$ cat src/rtl/regfile_sb.sv
// regfile_sb: integer register file with NUM_RD combinational read ports,
// writeback bypass, per-register busy scoreboard, busy counter and flush.
// Register 0 reads as zero and is never busy. Indices >= REG_NUM read as zero,
// are never busy, and are ignored on issue and writeback.
module regfile_sb #(
  parameter int REG_NUM        = 32,
  parameter int REG_WIDTH      = 64,
  parameter int REG_ADDR_WIDTH = $clog2(REG_NUM),
  parameter int NUM_RD         = 2,
  parameter int CNT_WIDTH      = $clog2(REG_NUM + 1)
) (
  input  logic                             clk,
  input  logic                             rst,
  input  logic [NUM_RD*REG_ADDR_WIDTH-1:0] rd_addr,
  output logic [NUM_RD*REG_WIDTH-1:0]      rd_data,
  output logic [NUM_RD-1:0]                rd_busy,
  input  logic                             iss_vld,
  input  logic [REG_ADDR_WIDTH-1:0]        iss_rd,
  output logic                             iss_rdy,
  input  logic                             wb_vld,
  input  logic [REG_ADDR_WIDTH-1:0]        wb_addr,
  input  logic [REG_WIDTH-1:0]             wb_data,
  input  logic                             flush,
  output logic [CNT_WIDTH-1:0]             busy_cnt,
  output logic                             wb_err
);

  // The busy vector spans the full index space so any index can address it;
  // bits at or above REG_NUM are never set.
  localparam int SPAN = 2 ** REG_ADDR_WIDTH;

  function automatic logic [SPAN-1:0] valid_mask();
    logic [SPAN-1:0] m;
    m = '0;
    for (int unsigned i = 0; i < SPAN; i++) begin
      m[i] = (i < unsigned'(REG_NUM));
    end
    return m;
  endfunction

  localparam logic [SPAN-1:0] VALID = valid_mask();

  logic [REG_WIDTH-1:0]      regs [REG_NUM];
  logic [SPAN-1:0]           busy;
  logic [SPAN-1:0]           busy_nxt;
  logic [REG_ADDR_WIDTH-1:0] rd_idx [NUM_RD];
  logic                      wb_hit;
  logic                      iss_set;
  logic                      cnt_inc;
  logic                      cnt_dec;
  logic [CNT_WIDTH-1:0]      cnt_nxt;
  logic                      wb_err_nxt;

  // Split the packed read address bus into per-port indices.
  always_comb begin
    for (int unsigned i = 0; i < NUM_RD; i++) begin
      rd_idx[i] = rd_addr[i*REG_ADDR_WIDTH +: REG_ADDR_WIDTH];
    end
  end

  // Read ports: zero for x0/out-of-range, bypass from writeback, else array.
  always_comb begin
    rd_data = '0;
    rd_busy = '0;
    for (int unsigned i = 0; i < NUM_RD; i++) begin
      if ((rd_idx[i] != '0) && VALID[rd_idx[i]]) begin
        if (wb_vld && (wb_addr == rd_idx[i])) begin
          rd_data[i*REG_WIDTH +: REG_WIDTH] = wb_data;
        end else begin
          rd_data[i*REG_WIDTH +: REG_WIDTH] = regs[rd_idx[i]];
          rd_busy[i]                        = busy[rd_idx[i]];
        end
      end
    end
  end

  // Issue handshake, writeback qualification and next scoreboard state.
  always_comb begin
    wb_hit  = wb_vld && (wb_addr != '0) && VALID[wb_addr];
    iss_rdy = (iss_rd == '0) || !busy[iss_rd] || (wb_vld && (wb_addr == iss_rd));
    iss_set = iss_vld && iss_rdy && !flush && (iss_rd != '0) && VALID[iss_rd];

    busy_nxt = busy;
    if (wb_hit) begin
      busy_nxt[wb_addr] = 1'b0;
    end
    if (iss_set) begin
      busy_nxt[iss_rd] = 1'b1;
    end
    if (flush) begin
      busy_nxt = '0;
    end

    // A writeback and reissue to the same busy register leave the count
    // unchanged, so the clear is suppressed when the reissue re-sets it.
    cnt_inc = iss_set && !busy[iss_rd];
    cnt_dec = wb_hit && busy[wb_addr] && !(iss_set && (iss_rd == wb_addr));
    if (flush) begin
      cnt_nxt = '0;
    end else begin
      cnt_nxt = busy_cnt + {{(CNT_WIDTH-1){1'b0}}, cnt_inc}
                         - {{(CNT_WIDTH-1){1'b0}}, cnt_dec};
    end

    wb_err_nxt = wb_hit && !busy[wb_addr];
  end

  // Register array: writeback data is stored even during a flush.
  always_ff @(posedge clk or posedge rst) begin
    if (rst) begin
      for (int unsigned i = 0; i < REG_NUM; i++) begin
        regs[i] <= '0;
      end
    end else if (wb_hit) begin
      regs[wb_addr] <= wb_data;
    end
  end

  // Scoreboard state, busy counter and writeback error pulse.
  always_ff @(posedge clk or posedge rst) begin
    if (rst) begin
      busy     <= '0;
      busy_cnt <= '0;
      wb_err   <= 1'b0;
    end else begin
      busy     <= busy_nxt;
      busy_cnt <= cnt_nxt;
      wb_err   <= wb_err_nxt;
    end
  end

endmodule

$ cat config.mk
export PLATFORM = sky130hd
export DESIGN_NAME = regfile_sb
export DESIGN_NICKNAME = d
export VERILOG_FILES = /design/src/rtl/regfile_sb.sv
export SDC_FILE = /design/constraint.sdc
export NUM_CORES = 2
export LEC_CHECK = 0
export BUFFER_PORTS_ARGS = -buffer_cell sky130_fd_sc_hd__buf_2
export CAP_MARGIN = 40
export CORE_MARGIN = 3
export CORE_UTILIZATION = 65
export CTS_CLUSTER_DIAMETER = 80
export DETAILED_ROUTE_END_ITERATION = 12
export PLACE_DENSITY_LB_ADDON = 0.05
export SLEW_MARGIN = 20
export SYNTH_ARGS = -nofsm -noshare
export SYNTH_HDL_FRONTEND = slang
export SYNTH_SLANG_ARGS = --single-unit
$ cat constraint.sdc
create_clock -name clk -period 174.1 [get_ports clk]
set_input_delay 8.705 -clock clk [delete_from_list [all_inputs] [get_ports clk]]
set_output_delay 8.705 -clock clk [all_outputs]
set_load 0.05 [all_outputs]
; ---- Word-level counts from Yosys, hierarchy flattened
; Memory sizes are Yosys's and may differ from the RTL's.
; Cells that the tools add are included.
[totals]
latchBits = 0
n_memories = 4
word_cells = 128
mem_bits_rw = 0
romBits = 128
reg_bits = 2087
[classes]
multipliers = 0
magnitude_cmp = 10
mux = 37
n_shift = 0
n_reduce_logical = 30
div = 0
add_sub_neg = 2
bitwise_logic = 6
eq_ne = 4
[memory_table]
columns = memory, words, word_bits, read_ports, rd_clocked_by_memory_dff, write_ports, line
row1 = (name not given), 32, 1, 1, 0, 0, 81  ; iss_set = iss_vld && iss_rdy && !flush && (iss_rd != '0) && VALID[iss_rd];
row2 = (name not given), 32, 1, 1, 0, 0, 79  ; wb_hit = wb_vld && (wb_addr != '0) && VALID[wb_addr];
row3 = (name not given), 32, 1, 1, 0, 0, 66  ; if ((rd_idx[i] != '0) && VALID[rd_idx[i]]) begin
row4 = (name not given), 32, 1, 1, 0, 0, 66
[op_table]
columns = operator, count
row1 = bitwise mux 2048 bit, 1
row2 = binary-select mux 64 bit (select 5 bit), 2
row3 = 2-to-1 mux 64 bit, 9
row4 = demux 64 bit (select 5 bit), 1
row5 = 2-to-1 mux 32 bit, 3
row6 = AND 32 bit, 1
row7 = inverter 32 bit, 1
row8 = bitwise OR 32 bit, 1
row9 = < comparator 5 x 6 -> 1 bit (second input constant), 4
row10 = binary-select mux 1 bit (select 5 bit), 4
row11 = == test 5 bit, 4
row12 = nonzero test 5 bit, 4
row13 = logical AND 1 bit, 19
row14 = >= comparator 6 bit (second input constant), 3
row15 = inverter 5 -> 6 bit, 3
row16 = 2-to-1 mux 1 bit, 14
row17 = demux 1 bit (select 5 bit), 2
row18 = >= comparator 5 x 1 -> 1 bit (second input constant), 2
row19 = adder 6 x 1 -> 6 bit, 1
row20 = < comparator 6 x 1 -> 1 bit (second input constant), 1
row21 = 2-to-1 mux 6 bit, 1
row22 = subtractor 6 x 1 -> 6 bit, 1
row23 = logical NOT 5 bit, 1
row24 = logical NOT 1 bit, 4
row25 = logical OR 1 bit, 2

; ---- Longest topological paths before layout
[logic_depth]
word_depth = 14
mapped_depth = 16

; ---- Worst setup path after synthesis
; Ideal clock, no wire load.
[synth_path]
path_type = input port to output port
startpoint = in rd_addr[1]
endpoint = out rd_data[53]
setup_slack_ps = 153848
arrival_time_ps = 11547
n_path_buf = 5
path_stages = 8
cell_sequence = buf_2 -> buf_4 -> buf_4 -> clkbuf_1 -> buf_2 -> mux4_2 -> a2111oi_0 -> nor4_1
[synth_between]
elab_chain_len = 6
word_cells_on_any_way = 12
cone_classes = 1 x eq/ne / 6 x mux / 1 x bitwise / 3 x reduce/logical / 1 x memory
[synth_lines]
columns = item, line
row1 = "start, declared", 14  ; input logic [NUM_RD*REG_ADDR_WIDTH-1:0] rd_addr,
row2 = inverter 5 -> 6 bit (implied by the code), 70  ; rd_data[i*REG_WIDTH +: REG_WIDTH] = regs[rd_idx[i]];
row3 = binary-select mux 64 bit (select 5 bit), 70
row4 = 2-to-1 mux 64 bit (implied by the code) (2 in a row), 70
row5 = 2-to-1 mux 64 bit, 67  ; if (wb_vld && (wb_addr == rd_idx[i])) begin
row6 = 2-to-1 mux 64 bit (*), 66
row7 = "end, declared", 15  ; output logic [NUM_RD*REG_WIDTH-1:0] rd_data,
; Every way passes the cells marked *; elsewhere a longest branch is shown, timed or not. The select of a mux whose other input is x is not followed.

; ---- Final worst setup path
[layout_path]
startpoint = in rd_addr[0]
endpoint = out rd_data[10]
; Same word-level chain as after synthesis.

==> flow_metrics.py <==
metrics = {
    "cells_and_area": {
        "drive_above_1_share_pct": 54.70,
        "nets": 7254,
        "stdcell_area_um2": 122900,
        "seq_area_um2": 52230,
        "fin_util_pct": 72.47,
        "area_delta_synth_final_pct": 10.67,
        "fillCellCount": 10878,
        "multi_input_area_um2": 55400,
        "final_common_cell": "dfrtp_1",
        "layout_common_cells": "dfrtp_1, mux2_2, mux4_2",
    },
    "pwr": {
        "leakagePower_uw": 0.05328,
        "p_per_area_nw_per_um2": 11.80,
        "p_total_uw": 1451,
        "peakVddDrop_v": 0.000009953,
    },
    "synth": {
        "synthFlopType": "dfrtp_1",
        "synth_compound_area_share_pct": 3.927,
        "avgSynthCellArea_um2": 15.21,
        "yosysSeqAreaShare_pct": 47.01,
        "synth_fa_ha_area_share_pct": 0.08559,
        "synthArstFlopShare_pct": 100.0,
        "yosys.cell_types.count": 65,
        "yosys.area_share.xor_xnor_pct": 0.1577,
        "synth_nets": 7402,
        "syn_inst": 7306,
        "synth_area_um2": 111100,
        "yosysWarningCount": 0,
        "ys_ff_latch": 2087,
        "synthMuxAreaShare_pct": 42.91,
        "synth_edf_count": 0,
        "synth_top_family_by_area": "multiplexers",
        "yosys.area_share.simple_pct": 2.417,
    },
    "timing": {
        "slew_headroom_pct": 31.67,
        "slew_violations": 0,
        "tns_ps": 0,
        "clock_skew_ps": 7.801,
        "setup_viol": 0,
        "fin_crit_sh_pct": 12.93,
        "max_slew.worst_pin.slew_ps": 1025,
        "fin_crit_ps": 22510,
        "rsz0062_at_grt": "no",
        "final_hold_viol_count": 0,
        "fmax_ghz": 0.04442,
        "holdWs_ps": 393.5,
    },
    "critical_path": {
        "cp-end-kind": "output pin",
        "worstSetupPathType": "input pin to output pin",
        "start_kind": "input pin",
        "worstPathMaxFanout": 62,
        "cp_data_arrival_time_ps": 13810,
        "critPathRequiredTime_ps": 165400,
    },
    "floorplan": {
        "fp.dieW_um": 419.4,
        "die_h_um": 419.4,
        "core_area_um2": 169700,
        "start_util_pct": 65.48,
        "rows": 151,
        "die_area_um2": 175900,
        "ios": 227,
    },
    "global_routing": {
        "grt_overflow": 0,
        "antenna_found_initial": 46,
        "grt_max_degree": 193,
        "grt_use_total_pct": 44.06,
        "grt_pass1_wl_mm": 548.5,
        "first_global_vias": 75836,
    },
    "run_status": {
        "status": "finished, final reports clean",
    },
    "clock_tree": {
        "cts_setup_buffers": 0,
        "clkTransAtPathRegs_ps": 60,
        "cts.sinks": 2087,
        "cts_buffers": 218,
        "root_buffer": "clkbuf_16",
        "cts_buffer_depth": 3,
        "ctsResizeCount": 0,
        "cts-htree-levels": 4,
        "cts_tree": "built",
        "clk_latency_ps": 850,
        "cts_hold_buf": 0,
    },
    "detailed_routing": {
        "vias_per_cell": 7.812,
        "num_vias": 74859,
        "drt-total-wl_mm": 382.3,
        "drtPass1Iterations": 8,
        "drtIter0Drc": 9578,
        "route.detailed.drc": 0,
        "postRouteAntennaNets": 0,
        "wl_per_cell_um": 39.90,
    },
    "placed_design": {
        "postPlaceCellArea_um2": 114900,
        "hpwl_mm": 227.2,
        "routabilityCongestion": 0.9068,
        "io_buffer_count": 226,
    },
    "hold_path": {
        "hp-class": "register to register",
    },
    "flow_run": {
        "cap_violations": 0,
    },
}
[cells in the mapped netlist (9+ instances only)]
| library cell | number | area share [%] |
|---|---|---|
| nor3_1 | 56 | 0.25 |
| and2_1 | 26 | 0.15 |
| mux2_2 | 1984 | 20 |
| nand3_1 | 16 | 0.072 |
| a32o_1 | 29 | 0.26 |
| a22o_1 | 40 | 0.32 |
| and3_1 | 23 | 0.13 |
| nor2_1 | 75 | 0.25 |
| nand4_1 | 27 | 0.15 |
| o21ai_0 | 19 | 0.086 |
| buf_2 | 292 | 1.3 |
| a211o_1 | 23 | 0.18 |
| a22oi_1 | 160 | 1.1 |
| a32oi_1 | 26 | 0.20 |
| a21oi_1 | 43 | 0.19 |
| nor4_1 | 9 | 0.051 |
| o31ai_1 | 9 | 0.061 |
| o22ai_1 | 122 | 0.69 |
| mux4_2 | 1090 | 22 |
| buf_1 | 49 | 0.17 |
| dfrtp_1 | 2087 | 47 |
| a211oi_1 | 37 | 0.25 |
| nand3b_1 | 22 | 0.15 |
| o32a_1 | 11 | 0.099 |
| clkbuf_1 | 487 | 1.6 |
| nor2b_1 | 19 | 0.11 |
| or3b_2 | 9 | 0.071 |
| nand2_1 | 249 | 0.84 |
| xor2_1 | 12 | 0.095 |
| o32ai_1 | 9 | 0.071 |
| mux2i_1 | 78 | 0.70 |
| inv_1 | 19 | 0.064 |
| buf_4 | 35 | 0.24 |
| nand2b_1 | 9 | 0.051 |
[final cells by class]
type                            instances  area share, %
Antenna cell                           32        0.06513
Clock buffer                          313          5.212
Clock inverter                         82         0.7846
Inverter                               23        0.08447
Multi-Input combinational cell       4327          45.06
Sequential cell                      2087          42.48
Tap cell                             2218          2.257
Timing Repair Buffer                  501          4.060
[through the flow]
stage | setup slack, ps | instances
after floorplan | 106440 | 7306
after global placement | 151150 | 9051
after global routing | 151230 | 9562
after detailed placement | 151150 | 9130
after CTS | 151140 | 9525
final | 151590 | 9583
[path summary, 6_finish.rpt]
kind / to / startpoint / cells after the start / slack [ps]
max: rd_data[10] / rd_addr[0] / 12 / 151590
min: regs[1997]$_DFFE_PP0P_ / regs[1997]$_DFFE_PP0P_ / 0 / 390
max reg2reg: busy_cnt[4]$_DFF_PP0_ / busy[19]$_DFF_PP0_ / 14 / 170420
min reg2reg: regs[1997]$_DFFE_PP0P_ / regs[1997]$_DFFE_PP0P_ / 0 / 390
max in group asynchronous: regs[397]$_DFFE_PP0P_ / rst / 11 / 162860
min in group asynchronous: regs[1263]$_DFFE_PP0P_ / rst / 2 / 7750
[worst max-delay path: stages]
cell and delay (ps):
buf_8 500, buf_4 700, buf_4 320, buf_16 260, buf_4 380, buf_12 270, buf_4 570, mux4_2 580
mux4_2 500, and3_1 200, a211o_1 350, buf_2 240
[sequential cells by signal, indices dropped and copies added (netlist names)]
register,flops
wb_err,1
busy,32
busy_cnt,6
regs,2048
[power by group]
group	switching [uW]	total [uW]	internal (uW)
clock network	200	485	285
logic	146	322	176
registers	67.5	644	576
total	414	1450	1040
[kinds of logic (layout without fill, tap and decap cells)]
group | Yosys count | in the layout
XOR/XNOR | 20 | 20
AO/OA/AOI/OAI | 587 | 587
AND/OR/NAND/NOR | 561 | 561
adder cells (fa/ha/maj) | 7 | 7
flip-flops | 2087 | 2087
buffers and inverters | 892 | 919
multiplexers | 3152 | 3152
other | 0 | 32
[layer usage]
| metal | track usage (%) | up-vias | wire, um | part of all wire [%] |
|---|---|---|---|---|
| met3 | 14.09 | 1387 | 46760 | 12 |
| li1 | - | 28211 | - | - |
| met2 | 64.46 | 5025 | 170700 | 45 |
| met5 | 0 | - | 212 | 0.055 |
| met1 | 58.10 | 40202 | 136700 | 36 |
| met4 | 26.88 | 34 | 27960 | 7.3 |
No activity file was read; power rests on OpenSTA's default activity.
